$ cat config.mk
export PLATFORM = sky130hd
export DESIGN_NAME = mem_read_buffer
export DESIGN_NICKNAME = d
export VERILOG_FILES = /design/src/rtl/mem_read_buffer.sv
export SDC_FILE = /design/constraint.sdc
export NUM_CORES = 1
export LEC_CHECK = 0
export BUFFER_PORTS_ARGS = -buffer_cell sky130_fd_sc_hd__buf_2
export CAP_MARGIN = 30
export CORE_MARGIN = 10
export CORE_UTILIZATION = 60
export CTS_BUF_LIST = sky130_fd_sc_hd__clkbuf_4 sky130_fd_sc_hd__clkbuf_8
export DETAILED_ROUTE_END_ITERATION = 16
export PLACE_DENSITY = 0.8
export SLEW_MARGIN = 15
export SYNTH_ARGS = -nofsm -noshare
export SYNTH_HDL_FRONTEND = slang
export SYNTH_SLANG_ARGS = --single-unit
export TNS_END_PERCENT = 100
$ cat constraint.sdc
create_clock -name clk -period 10.2 [get_ports clk]
set_clock_uncertainty 0.15 [all_clocks]
set_input_delay 1.02 -clock clk [delete_from_list [all_inputs] [get_ports clk]]
set_output_delay 1.02 -clock clk [all_outputs]
set_load 0.02 [all_outputs]
$ cat src/rtl/mem_read_buffer.sv
// -----------------------------------------------------------------------------
// mem_read_buffer
//
// Small FIFO that sits between a memory read-data source and a load pipeline.
// Every accepted word is written into a DEPTH-entry circular buffer and
// presented to the sink in strict arrival order.
//
// Optional load extraction (compile-time macro MRB_LOAD_EXTRACT_EN):
//   When defined, each word is reduced to the addressed byte/halfword and
//   sign- or zero-extended to 32 bits before it is stored. A halfword access
//   on an odd byte address sets the sticky misalign_err flag. When the macro
//   is undefined, words are stored raw, the access-shape inputs are ignored
//   and misalign_err is held at 0.
//
// Handshake: a transfer happens on a rising edge when valid && ready on that
// side. Ready never depends on the same side's valid, so there are no
// combinational loops. The source must hold its inputs while valid && !ready.
//
// Ports
//   clk           clock, all state changes on the rising edge
//   rst           synchronous, active-high reset
//   in_valid      source presents a read-data word
//   in_ready      buffer can accept a word this cycle (count != DEPTH)
//   in_data       raw memory read data
//   in_addr_lo    low address bits of the access (byte lane select)
//   in_size       00 byte, 01 half, 10 word, 11 reserved (treated as word)
//   in_signed     1 = sign-extend, 0 = zero-extend
//   out_valid     head entry is valid (count != 0)
//   out_ready     sink accepts the head entry this cycle
//   out_data      head entry data, 0 when empty
//   count         number of occupied entries, 0..DEPTH
//   misalign_err  sticky flag, set by an accepted misaligned halfword
// -----------------------------------------------------------------------------
module mem_read_buffer #(
    parameter int DATA_W = 32,
    parameter int DEPTH  = 4
) (
    input  logic                     clk,
    input  logic                     rst,
    input  logic                     in_valid,
    output logic                     in_ready,
    input  logic [DATA_W-1:0]        in_data,
    input  logic [1:0]               in_addr_lo,
    input  logic [1:0]               in_size,
    input  logic                     in_signed,
    output logic                     out_valid,
    input  logic                     out_ready,
    output logic [DATA_W-1:0]        out_data,
    output logic [$clog2(DEPTH):0]   count,
    output logic                     misalign_err
);

    localparam int AW = $clog2(DEPTH);
    localparam int CW = AW + 1;

    localparam logic [CW-1:0] FULL_CNT = CW'(DEPTH);
    localparam logic [CW-1:0] CNT_ONE  = CW'(1);
    localparam logic [AW-1:0] PTR_ONE  = AW'(1);

    localparam logic [1:0] SIZE_BYTE = 2'b00;
    localparam logic [1:0] SIZE_HALF = 2'b01;

    // Reject illegal geometries at elaboration time.
    if ((DEPTH < 2) || ((DEPTH & (DEPTH - 1)) != 0)) begin : g_depth_check
        $error("mem_read_buffer: DEPTH must be a power of two >= 2");
    end

    // -------------------------------------------------------------------------
    // Storage and state
    // -------------------------------------------------------------------------
    logic [DATA_W-1:0] r_mem [DEPTH];
    logic [AW-1:0]     r_wr_ptr;
    logic [AW-1:0]     r_rd_ptr;
    logic [CW-1:0]     r_count;
    logic              r_misalign;

    logic              w_in_ready;
    logic              w_out_valid;
    logic              w_push;
    logic              w_pop;
    logic [DATA_W-1:0] w_push_data;
    logic              w_misalign_push;

    // Both readies derive only from registered count.
    assign w_in_ready  = (r_count != FULL_CNT);
    assign w_out_valid = (r_count != '0);

    // Full blocks a push even when a pop happens in the same cycle.
    assign w_push = in_valid  && w_in_ready;
    assign w_pop  = w_out_valid && out_ready;

    // -------------------------------------------------------------------------
    // Load extraction (applied on the write side, so the sink sees the final
    // value and the read path stays a plain mux)
    // -------------------------------------------------------------------------
`ifdef MRB_LOAD_EXTRACT_EN
    logic [7:0]  w_byte;
    logic [15:0] w_half;

    always_comb begin
        w_byte = in_data[7:0];
        case (in_addr_lo)
            2'd0:    w_byte = in_data[7:0];
            2'd1:    w_byte = in_data[15:8];
            2'd2:    w_byte = in_data[23:16];
            default: w_byte = in_data[31:24];
        endcase
    end

    // Halfword lane is chosen by addr bit 1 only; bit 0 just flags misalignment.
    assign w_half = in_addr_lo[1] ? in_data[31:16] : in_data[15:0];

    always_comb begin
        w_push_data = in_data;
        case (in_size)
            SIZE_BYTE: w_push_data = {{24{in_signed & w_byte[7]}}, w_byte};
            SIZE_HALF: w_push_data = {{16{in_signed & w_half[15]}}, w_half};
            default:   w_push_data = in_data;
        endcase
    end

    assign w_misalign_push = w_push && (in_size == SIZE_HALF) && in_addr_lo[0];
`else
    logic w_unused_ok;

    assign w_push_data     = in_data;
    assign w_misalign_push = 1'b0;
    // Access-shape inputs have no function without extraction.
    assign w_unused_ok     = ^{in_addr_lo, in_size, in_signed, SIZE_BYTE, SIZE_HALF};
`endif

    // -------------------------------------------------------------------------
    // Storage array: written on push only, no reset needed because entries are
    // only observable once count says they are occupied.
    // -------------------------------------------------------------------------
    always_ff @(posedge clk) begin
        if (!rst && w_push) begin
            r_mem[r_wr_ptr] <= w_push_data;
        end
    end

    // -------------------------------------------------------------------------
    // Pointers and occupancy. Pointers wrap naturally because DEPTH is a power
    // of two. Reset wins over any same-cycle push or pop.
    // -------------------------------------------------------------------------
    always_ff @(posedge clk) begin
        if (rst) begin
            r_wr_ptr <= '0;
            r_rd_ptr <= '0;
            r_count  <= '0;
        end else begin
            if (w_push) begin
                r_wr_ptr <= r_wr_ptr + PTR_ONE;
            end
            if (w_pop) begin
                r_rd_ptr <= r_rd_ptr + PTR_ONE;
            end
            case ({w_push, w_pop})
                2'b10:   r_count <= r_count + CNT_ONE;
                2'b01:   r_count <= r_count - CNT_ONE;
                default: r_count <= r_count;
            endcase
        end
    end

    // Sticky error, cleared only by reset.
    always_ff @(posedge clk) begin
        if (rst) begin
            r_misalign <= 1'b0;
        end else if (w_misalign_push) begin
            r_misalign <= 1'b1;
        end
    end

    // -------------------------------------------------------------------------
    // Outputs
    // -------------------------------------------------------------------------
    assign in_ready     = w_in_ready;
    assign out_valid    = w_out_valid;
    assign out_data     = w_out_valid ? r_mem[r_rd_ptr] : '0;
    assign count        = r_count;
    assign misalign_err = r_misalign;

endmodule

==> out/qor.csv, run 1 <==
metric;value;unit
status;complete, no violations;
via_per_inst;5.50;
rsz0062_at_grt;no;
timing.final.max_slew_violations;0;
ys_ff_latch;137;
drtPass1Iterations;4;
root_buffer;clkbuf_8;
yosysWarnings;0;
combPwrFrac;0.303;
regToRegEndpoint;count[2];
ctsHtreeMaxLevel;4;
powerDensity;263;nW/um^2
hold-path-cell-count;2;
die_h;114;um
clkTransAtPathRegs;70;ps
synthTopCellsByArea;edfxtp_1 (72%), mux4_2 (14%), nor2b_1 (3.8%), dfxtp_1 (3.4%), ha_1 (1.2%);
synth_common_cells;edfxtp_1 (128), mux4_2 (32), nor2b_1 (32);
ff2ff_setup_slack;7570;ps
yosysSeqAreaShare;0.754;
synth_nets;305;
core;8680;um^2
fin_crit;3370;ps
die_x;114;um
synthFlopType;edfxtp_1;
die_area;13100;um^2
timing.max_slew.rel_slack;0.407;
ir_drop;0.000272;V
seq_area;4030;um^2
hold_path.class;reg -> reg;
reg2reg_from;count[2];
grt_pass1_vias;2838;
drt_iter0_markers;124;
synth_edf_count;128;
drc;0;
p_int;1130;uW
reg2regPathDepth;9;
fmax;297;MHz
pwr-share-clk;0.285;
cts_buffers;17;
fin_util;0.722;
post_cts_buffers;0;
via_count;2554;
grt_overflow_total;0;
place.gp.congestion;0.682;
rows;34;
syn_avg_cell_area;20.7;um^2
setup_violations;0;
end_kind;output port;
multi_input_area;1230;um^2
antenna_found_initial;0;
wirelength;9.16;mm
synth.distinct_cells;27;
setup_tns;0;ps
wl_per_cell;19.8;um
initial_core_util;0.615;
portBuffers;72;
fin_crit_sh;0.330;
max_slew.worst_pin.slew;886;ps
switching_share;0.316;
grt_pass1_wl;14.6;mm
drive_gt1_frac;0.427;
synth_top_area_cell;edfxtp_1;
synth-async-reset-ratio;0;
hold_violations;0;
io_pins;79;
p_leak;0.00218;uW
start_kind;flop;
maxCapViolations;0;
p_switching;521;uW
fillers;549;
grt_util_all_layers;0.149;
cts.sinks;137;
p_seq_frac;0.412;
cts_tree;built;
synth_top_area_frac;0.721;
postCtsHoldBufs;0;
synth_area;5330;um^2
setup.worst_path.class;reg -> out;
arrival;2200;ps
ctsResizeCount;0;
grt_max_degree;36;
fin_nets;390;
netlist_instances;258;
syn2layout_area_growth;17.5;%
clkLatencyLatePin;420;ps
required;9030;ps
dp_hpwl;5.66;mm
cts.path.max_buffers;2;
diodes;0;
yosys.cell_count.top_type;edfxtp_1;
endpoint;out_data[0];
ant_nets;0;
worst-path-max-fanout;32;
-- stage by stage --
step	cells	power [uW]	hold slack, ps	setup WS, ps	instance area (um^2)
CTS	464	1670	343	6750	6260
detailed placement	432	1200	325	7080	5830
global route	464	1730	387	6680	6260
global placement	432	1190	311	7140	5830
floorplan	258	1050	309	5940	5330
finish	464	1650	344	6830	6260
-- cell type report --
type,instances,share of cell area
Sequential cell,137,0.643
Multi-Input combinational cell,101,0.196
Timing Repair Buffer,78,0.0647
Clock buffer,18,0.0385
Clock inverter,14,0.0314
Tap cell,108,0.0216
Inverter,8,0.00479
-- layer usage --
layer	vias up	global-route usage	part of all wire
li1	1183	-	-
met1	1283	0.177	0.40
met2	77	0.240	0.51
met3	11	0.0650	0.078
met4	0	0.0501	0.013
met5	-	0	0
-- power by group through the flow --
| stage | clock (uW) | combinational, uW | sequential [uW] |
|---|---|---|---|
| after floorplan | 0 | 363 | 686 |
| after global placement | 0 | 505 | 689 |
| after detailed placement | 0 | 510 | 692 |
| after CTS | 478 | 512 | 680 |
| after global routing | 502 | 549 | 684 |
| final | 471 | 500 | 679 |
-- registers in the layout, indices dropped and copies added (netlist names), named ones only --
register,count
r_wr_ptr,2
r_mem,128
r_rd_ptr,2
count,3
-- how the worst min path moves through the flow --
stage / start / to / slack (ps)
detailed placement: r_rd_ptr[1] / flop / 320
global placement: r_rd_ptr[1] / flop / 310
global route: r_rd_ptr[1] / flop / 390
CTS: r_rd_ptr[1] / flop / 340
floorplan: r_rd_ptr[1] / flop / 310
finish: r_rd_ptr[1] / flop / 340
-- kinds of logic after synthesis --
| group | share of synthesized area |
|---|---|
| AO/OA/AOI/OAI | 0.00610 |
| XOR/XNOR | 0.00493 |
| adder cells (fa/ha/maj) | 0.0155 |
| buffers and inverters | 0.0199 |
| flip-flops | 0.754 |
| multiplexers | 0.140 |
| other | 0.000703 |
| AND/OR/NAND/NOR | 0.0586 |
-- cells in the final DEF (no fill, tap or decap), drive strengths merged --
cell / netlist / routed
o21ai: 2 / 2
or3b: 1 / 1
conb: 1 / 1
clkinvlp: 0 / 3
buf: 8 / 78
and2: 1 / 1
nand2: 1 / 1
a21oi: 3 / 3
bufinv: 0 / 4
mux2: 1 / 1
nor3: 1 / 1
clkbuf: 4 / 18
mux4: 32 / 32
mux2i: 1 / 1
clkinv: 0 / 4
o31ai: 1 / 1
nor2: 7 / 7
nor3b: 4 / 4
dfxtp: 9 / 9
nand2b: 2 / 2
or3: 2 / 2
inv: 8 / 11
edfxtp: 128 / 128
xor2: 3 / 3
fa: 1 / 1
ha: 5 / 5
nor2b: 32 / 32
-- worst max-delay path, stage by stage (launching register included) --
cell	delay (ps)
dfxtp_2	320
buf_4	520
mux4_2	590
nor2b_1	160
buf_2	180
Power figures use the tool's default switching activity.
==> run 2: changes to the inputs <==
--- a/config.mk
+++ b/config.mk
@@ -8,10 +8,10 @@
 export BUFFER_PORTS_ARGS = -buffer_cell sky130_fd_sc_hd__buf_2
 export CAP_MARGIN = 30
 export CORE_MARGIN = 10
-export CORE_UTILIZATION = 60
+export CORE_UTILIZATION = 53
 export CTS_BUF_LIST = sky130_fd_sc_hd__clkbuf_4 sky130_fd_sc_hd__clkbuf_8
 export DETAILED_ROUTE_END_ITERATION = 16
-export PLACE_DENSITY = 0.8
+export PLACE_DENSITY = 0.75
 export SLEW_MARGIN = 15
 export SYNTH_ARGS = -nofsm -noshare
 export SYNTH_HDL_FRONTEND = slang
==> constraint.sdc (replaced) <==
create_clock -name clk -period 2.7 [get_ports clk]
set_clock_uncertainty 0.15 [all_clocks]
set_input_delay 0.27 -clock clk [delete_from_list [all_inputs] [get_ports clk]]
set_output_delay 0.27 -clock clk [all_outputs]
set_load 0.02 [all_outputs]
==> out/qor.csv, run 2 (synthesis gave the netlist of run 1 again) <==
metric;value;unit;change
p_switching;1920;uW;+270%
fin_util;0.678;;-0.0434
rows;36;;+5.9%
hold_violations;0;;unchanged
status;complete, no violations;;
crit_start;count[2];;
grt_util_all_layers;0.142;;-0.00715
cpPeakStageDelay;460;ps;-130 ps
start_kind;flop;;
cts.sinks;137;;unchanged
ant_nets;0;;unchanged
clkLatencyLatePin;410;ps;about the same
syn2layout_area_growth;24.3;%;
final_common_cell;edfxtp_1;;
finalInstanceArea;6630;um^2;+5.9%
crit_slowest_cell;dfxtp_1;;
fillers;649;;+18%
end_kind;flop;;
instances_no_fill;525;;+13%
maxCapViolations;0;;unchanged
combPwrFrac;0.337;;+0.034
drt_iter0_markers;167;;+35%
required;2890;ps;-6140 ps
wl_per_cell;18.4;um;-6.7%
dp_hpwl;5.82;mm;+2.8%
grt_pass1_vias;2993;;+5.5%
p_leak;0.00232;uW;+6.5%
fmax;396;MHz;
worst-path-max-fanout;6;;-81%
die_area;14500;um^2;+11%
rsz0062_at_grt;no;;
place.gp.congestion;0.676;;-0.85%
die_x;120;um;+5.3%
timing.final.max_slew_violations;0;;unchanged
cts_buffers;17;;unchanged
grt_max_degree;36;;unchanged
fin_nets;425;;+9.0%
clkTransAtPathRegs;70;ps;about the same
regMostFlops;r_mem;;
largest_reg_flops;128;;unchanged
arrival;2720;ps;+520 ps
powerDensity;900;nW/um^2;+240%
hold_path.class;in -> reg;;
portBuffers;72;;unchanged
min_from;in_valid;;
core;9770;um^2;+13%
grt_pass1_wl;15.8;mm;+7.7%
setup.worst_path.class;reg -> reg;;
cp_cell_sequence;or3b_1, and2_4, inv_2, ha_1, inv_1, fa_1, xor2_1, or3_1, a21oi_1;;
pwr-share-clk;0.238;;-0.047
die_h;120;um;+5.3%
drtPass1Iterations;4;;unchanged
cts_tree;built;;
via_per_inst;5.07;;-7.8%
io_pins;79;;unchanged
drive_gt1_frac;0.381;;-0.0459
antenna_found_initial;0;;unchanged
grt_overflow_total;0;;unchanged
ctsHtreeMaxLevel;4;;unchanged
ff2ff_setup_slack;170;ps;-7400 ps
reg2reg_from;count[2];;
wirelength;9.67;mm;+5.5%
switching_share;0.322;;+0.00566
p_int;4050;uW;+260%
drc;0;;unchanged
setup_violations;0;;unchanged
placed_area;5970;um^2;+2.4%
cts.path.max_buffers;2;;unchanged
initial_core_util;0.546;;-0.0689
ir_drop;0.000940;V;+250%
p_seq_frac;0.426;;+0.014
via_count;2664;;+4.3%
placedCellCount;460;;+6.5%
post_cts_buffers;0;;unchanged
fin_crit;2530;ps;
root_buffer;clkbuf_8;;
final_cell_mix;edfxtp_1 (128), buf_2 (72), mux4_2 (32), nor2b_1 (32), dlygate4sd3_1 (32);;
fin_crit_sh;0.936;;
-- run 2: cell count changes in the layout (fill, tap and decap cells not counted), moves of 3 or more --
| cell | change |
|---|---|
| clkinv_1 | +6 |
| dlygate4sd3_1 | +32 |
| bufinv_16 | -3 |
| inv_6 | -3 |
| nor3b_2 | -4 |
| buf_12 | +5 |
| nor3b_4 | +4 |
-- run 2: final timing paths --
check | end | depth (start not counted)
worst min register to register | flop | 2
worst max-delay path | count[2] | 9
worst min-delay path | r_wr_ptr[1] | 3
worst max register to register | count[2] | 9
-- run 2: worst max-delay path: cells and delay by family (launching register included) --
kind / cells / cell delay, ps
simple gates: 3 / 900
flops: 1 / 460
compound gates: 1 / 140
xor+xnor: 1 / 160
buf+inv: 2 / 110
fa+ha+maj: 2 / 540
-- run 2: cell type report --
cell class / instances / area [um^2] / area share
clock buffers: 20 / 256 / 0.0387
inverters: 8 / 30.0 / 0.00453
flip-flops and latches: 137 / 4030 / 0.607
diodes: 1 / 2.50 / 0.000377
well taps: 133 / 166 / 0.0251
clock inverters: 12 / 83.8 / 0.0126
multi-input cells: 101 / 1250 / 0.189
repair buffers: 113 / 811 / 0.122
-- run 2: stage by stage --
| stage | TNS, ps | total power, uW | setup WS [ps] | hold WS, ps |
|---|---|---|---|---|
| after global placement | 0 | 4590 | 261 | 312 |
| after global routing | 0 | 6310 | 63.3 | 16.9 |
| after CTS | 0 | 6060 | 162 | 24.2 |
| after detailed placement | 0 | 4610 | 186 | 326 |
| after floorplan | -32090 | 3960 | -255 | 219 |
| final | 0 | 5970 | 173 | 59.6 |
-- run 2: power groups by stage --
stage	registers (uW)	logic [uW]	clock network, uW
3_5_place_dp	2590	2020	0
4_1_cts	2540	2060	1460
2_1_floorplan	2590	1380	0
5_1_grt	2550	2190	1570
3_3_place_gp	2580	2010	0
6_report	2540	2010	1420
-- run 2: timing repair --
action	in CTS	in global routing
hold buffers	32	0
gates resized for setup	0	0
hold endpoints to repair	128	0
-- run 2: metal layers --
layer / wire length (um) / up-vias / share of wire / GRT usage
li1: - / 1258 / - / -
met1: 3930 / 1337 / 0.41 / 0.162
met2: 5170 / 64 / 0.53 / 0.240
met3: 506 / 5 / 0.052 / 0.0540
met4: 68 / 0 / 0.0070 / 0.0528
met5: 0 / - / 0 / 0
==> run 3: changes to the inputs <==
==> constraint.sdc (replaced) <==
create_clock -name clk -period 2.7 [get_ports clk]
set_clock_uncertainty 0.15 [all_clocks]
set_input_delay 0.135 -clock clk [delete_from_list [all_inputs] [get_ports clk]]
set_output_delay 0.135 -clock clk [all_outputs]
set_load 0.02 [all_outputs]
==> out/qor.csv, run 3 (synthesis gave the netlist of run 1 again) <==
metric;value;unit;change
status;complete, no violations;;
switching_share;0.327;;+0.00539
placedCellCount;463;;+0.65%
grt_overflow_total;0;;unchanged
end_kind;flop;;
clkLatencyLatePin;410;ps;about the same
cts_tree;built;;
holdWs;303;ps;+243 ps
p_leak;0.00235;uW;+1.2%
core;9770;um^2;unchanged
ant_nets;0;;unchanged
cp_cell_sequence;or3b_1, and2_4, inv_2, ha_1, inv_1, fa_1, xor2_1, or3_1, a21oi_1;;
fmax;400;MHz;+1.1%
die_area;14500;um^2;unchanged
wirelength;9.94;mm;+2.8%
initial_core_util;0.546;;unchanged
hold_violations;0;;unchanged
place.gp.congestion;0.689;;+2.0%
crit_slowest_cell;dfxtp_1;;
drc;0;;unchanged
io_pins;79;;unchanged
start_kind;flop;;
cts.sinks;137;;unchanged
combPwrFrac;0.326;;-0.011
p_switching;2020;uW;+5.3%
timing.final.max_slew_violations;0;;unchanged
syn2layout_area_growth;25.6;%;
fin_crit;2500;ps;-26.3 ps
regMostFlops;r_mem;;
rows;36;;unchanged
drt_iter0_markers;149;;-11%
hold_path.class;in -> reg;;
grt_pass1_wl;16.0;mm;+1.7%
drtPass1Iterations;4;;unchanged
setup_tns;0;ps;unchanged
antenna_found_initial;0;;unchanged
final_cell_mix;edfxtp_1 (128), buf_2 (72), dlygate4sd3_1 (35);;
p_seq_frac;0.411;;-0.015
cts_buffers;17;;unchanged
fin_crit_sh;0.926;;-0.00976
fillers;653;;+0.62%
setup_violations;0;;unchanged
p_int;4160;uW;+2.8%
grt_max_degree;36;;unchanged
ctsHtreeMaxLevel;4;;unchanged
grt_pass1_vias;3057;;+2.1%
worst-path-max-fanout;6;;unchanged
wl_per_cell;18.8;um;+1.8%
final_common_cell;edfxtp_1;;
clkTransAtPathRegs;80;ps;about the same
dp_hpwl;6.25;mm;+7.4%
rsz0062_at_grt;no;;
required;2900;ps;about the same
diodes;0;;-1
setup.worst_path.class;reg -> reg;;
root_buffer;clkbuf_8;;
portBuffers;72;;unchanged
die_h;120;um;unchanged
via_per_inst;5.19;;+2.3%
grt_util_all_layers;0.142;;about the same
cpPeakStageDelay;430;ps;-30 ps
arrival;2700;ps;-20 ps
ir_drop;0.000785;V;-17%
via_count;2750;;+3.2%
powerDensity;923;nW/um^2;+2.6%
instances_no_fill;530;;+0.95%
largest_reg_flops;128;;unchanged
pwr-share-clk;0.263;;+0.025
die_x;120;um;unchanged
fin_nets;431;;+1.4%
maxCapViolations;0;;unchanged
ctsResizeCount;0;;unchanged
cts.path.max_buffers;2;;unchanged
drive_gt1_frac;0.395;;+0.0144
-- run 3: changes by cell type in the layout (fill, tap and decap cells not counted), moves of 3 or more --
cell / delta
buf_12: -3
clkinvlp_4: +4
buf_4: +6
dlygate4sd3_1: +3
clkinv_1: -5
clkinv_2: -3
inv_6: +3
-- run 3: metrics by stage --
step / util / instance area (um^2) / setup slack (ps) / power, uW
4_1_cts: 0.685 / 6700 / 196 / 6290
3_5_place_dp: 0.609 / 5950 / 225 / 4620
3_3_place_gp: 0.609 / 5950 / 275 / 4580
6_report: 0.685 / 6700 / 199 / 6180
5_1_grt: 0.685 / 6700 / 59.7 / 6520
2_1_floorplan: - / 5350 / -255 / 3960
-- run 3: power by group through the flow --
stage	clock [uW]	combinational, uW	sequential (uW)
global placement	0	2000	2580
detailed placement	0	2020	2590
finish	1630	2010	2540
floorplan	0	1380	2590
CTS	1670	2070	2550
global route	1760	2200	2560
-- run 3: worst paths after layout --
| check | slack, ps | cells past startpoint | endpoint | start |
|---|---|---|---|---|
| hold reg to reg | 350 | 2 | flop | r_rd_ptr[1] |
| setup / recovery | 200 | 9 | count[2] | count[2] |
| hold / removal | 300 | 2 | r_mem[1][6] | in_data[6] |
| setup reg to reg | 200 | 9 | count[2] | count[2] |
-- run 3: critical path: cells and delay by family (launching register included) --
| kind | cells | cell delay, ps |
|---|---|---|
| adder cells (fa/ha/maj) | 2 | 540 |
| XOR/XNOR | 1 | 160 |
| buffers and inverters | 2 | 120 |
| flip-flops | 1 | 430 |
| AO/OA/AOI/OAI | 1 | 140 |
| AND/OR/NAND/NOR | 3 | 900 |
-- run 3: layout make-up --
| type | instances | area (um^2) | area share |
|---|---|---|---|
| clock buffers | 19 | 249 | 0.0372 |
| clock inverters | 13 | 145 | 0.0217 |
| inverters | 8 | 30.0 | 0.00448 |
| multi-input cells | 101 | 1250 | 0.187 |
| flip-flops and latches | 137 | 4030 | 0.601 |
| well taps | 133 | 166 | 0.0248 |
| repair buffers | 119 | 826 | 0.123 |
-- run 3: repair_timing --
action / 4_1_cts / 5_1_grt
setup buffers: 0 / 0
endpoints found under the hold margin: 137 / 0
hold buffers: 35 / 0
setup endpoints to repair: 0 / 0
-- run 3: layer usage --
metal | track usage | vias up | routed length, um
li1 | - | 1268 | -
met3 | 0.0489 | 10 | 522
met4 | 0.0460 | 0 | 96
met1 | 0.165 | 1394 | 4110
met5 | 0 | - | 0
met2 | 0.243 | 78 | 5210
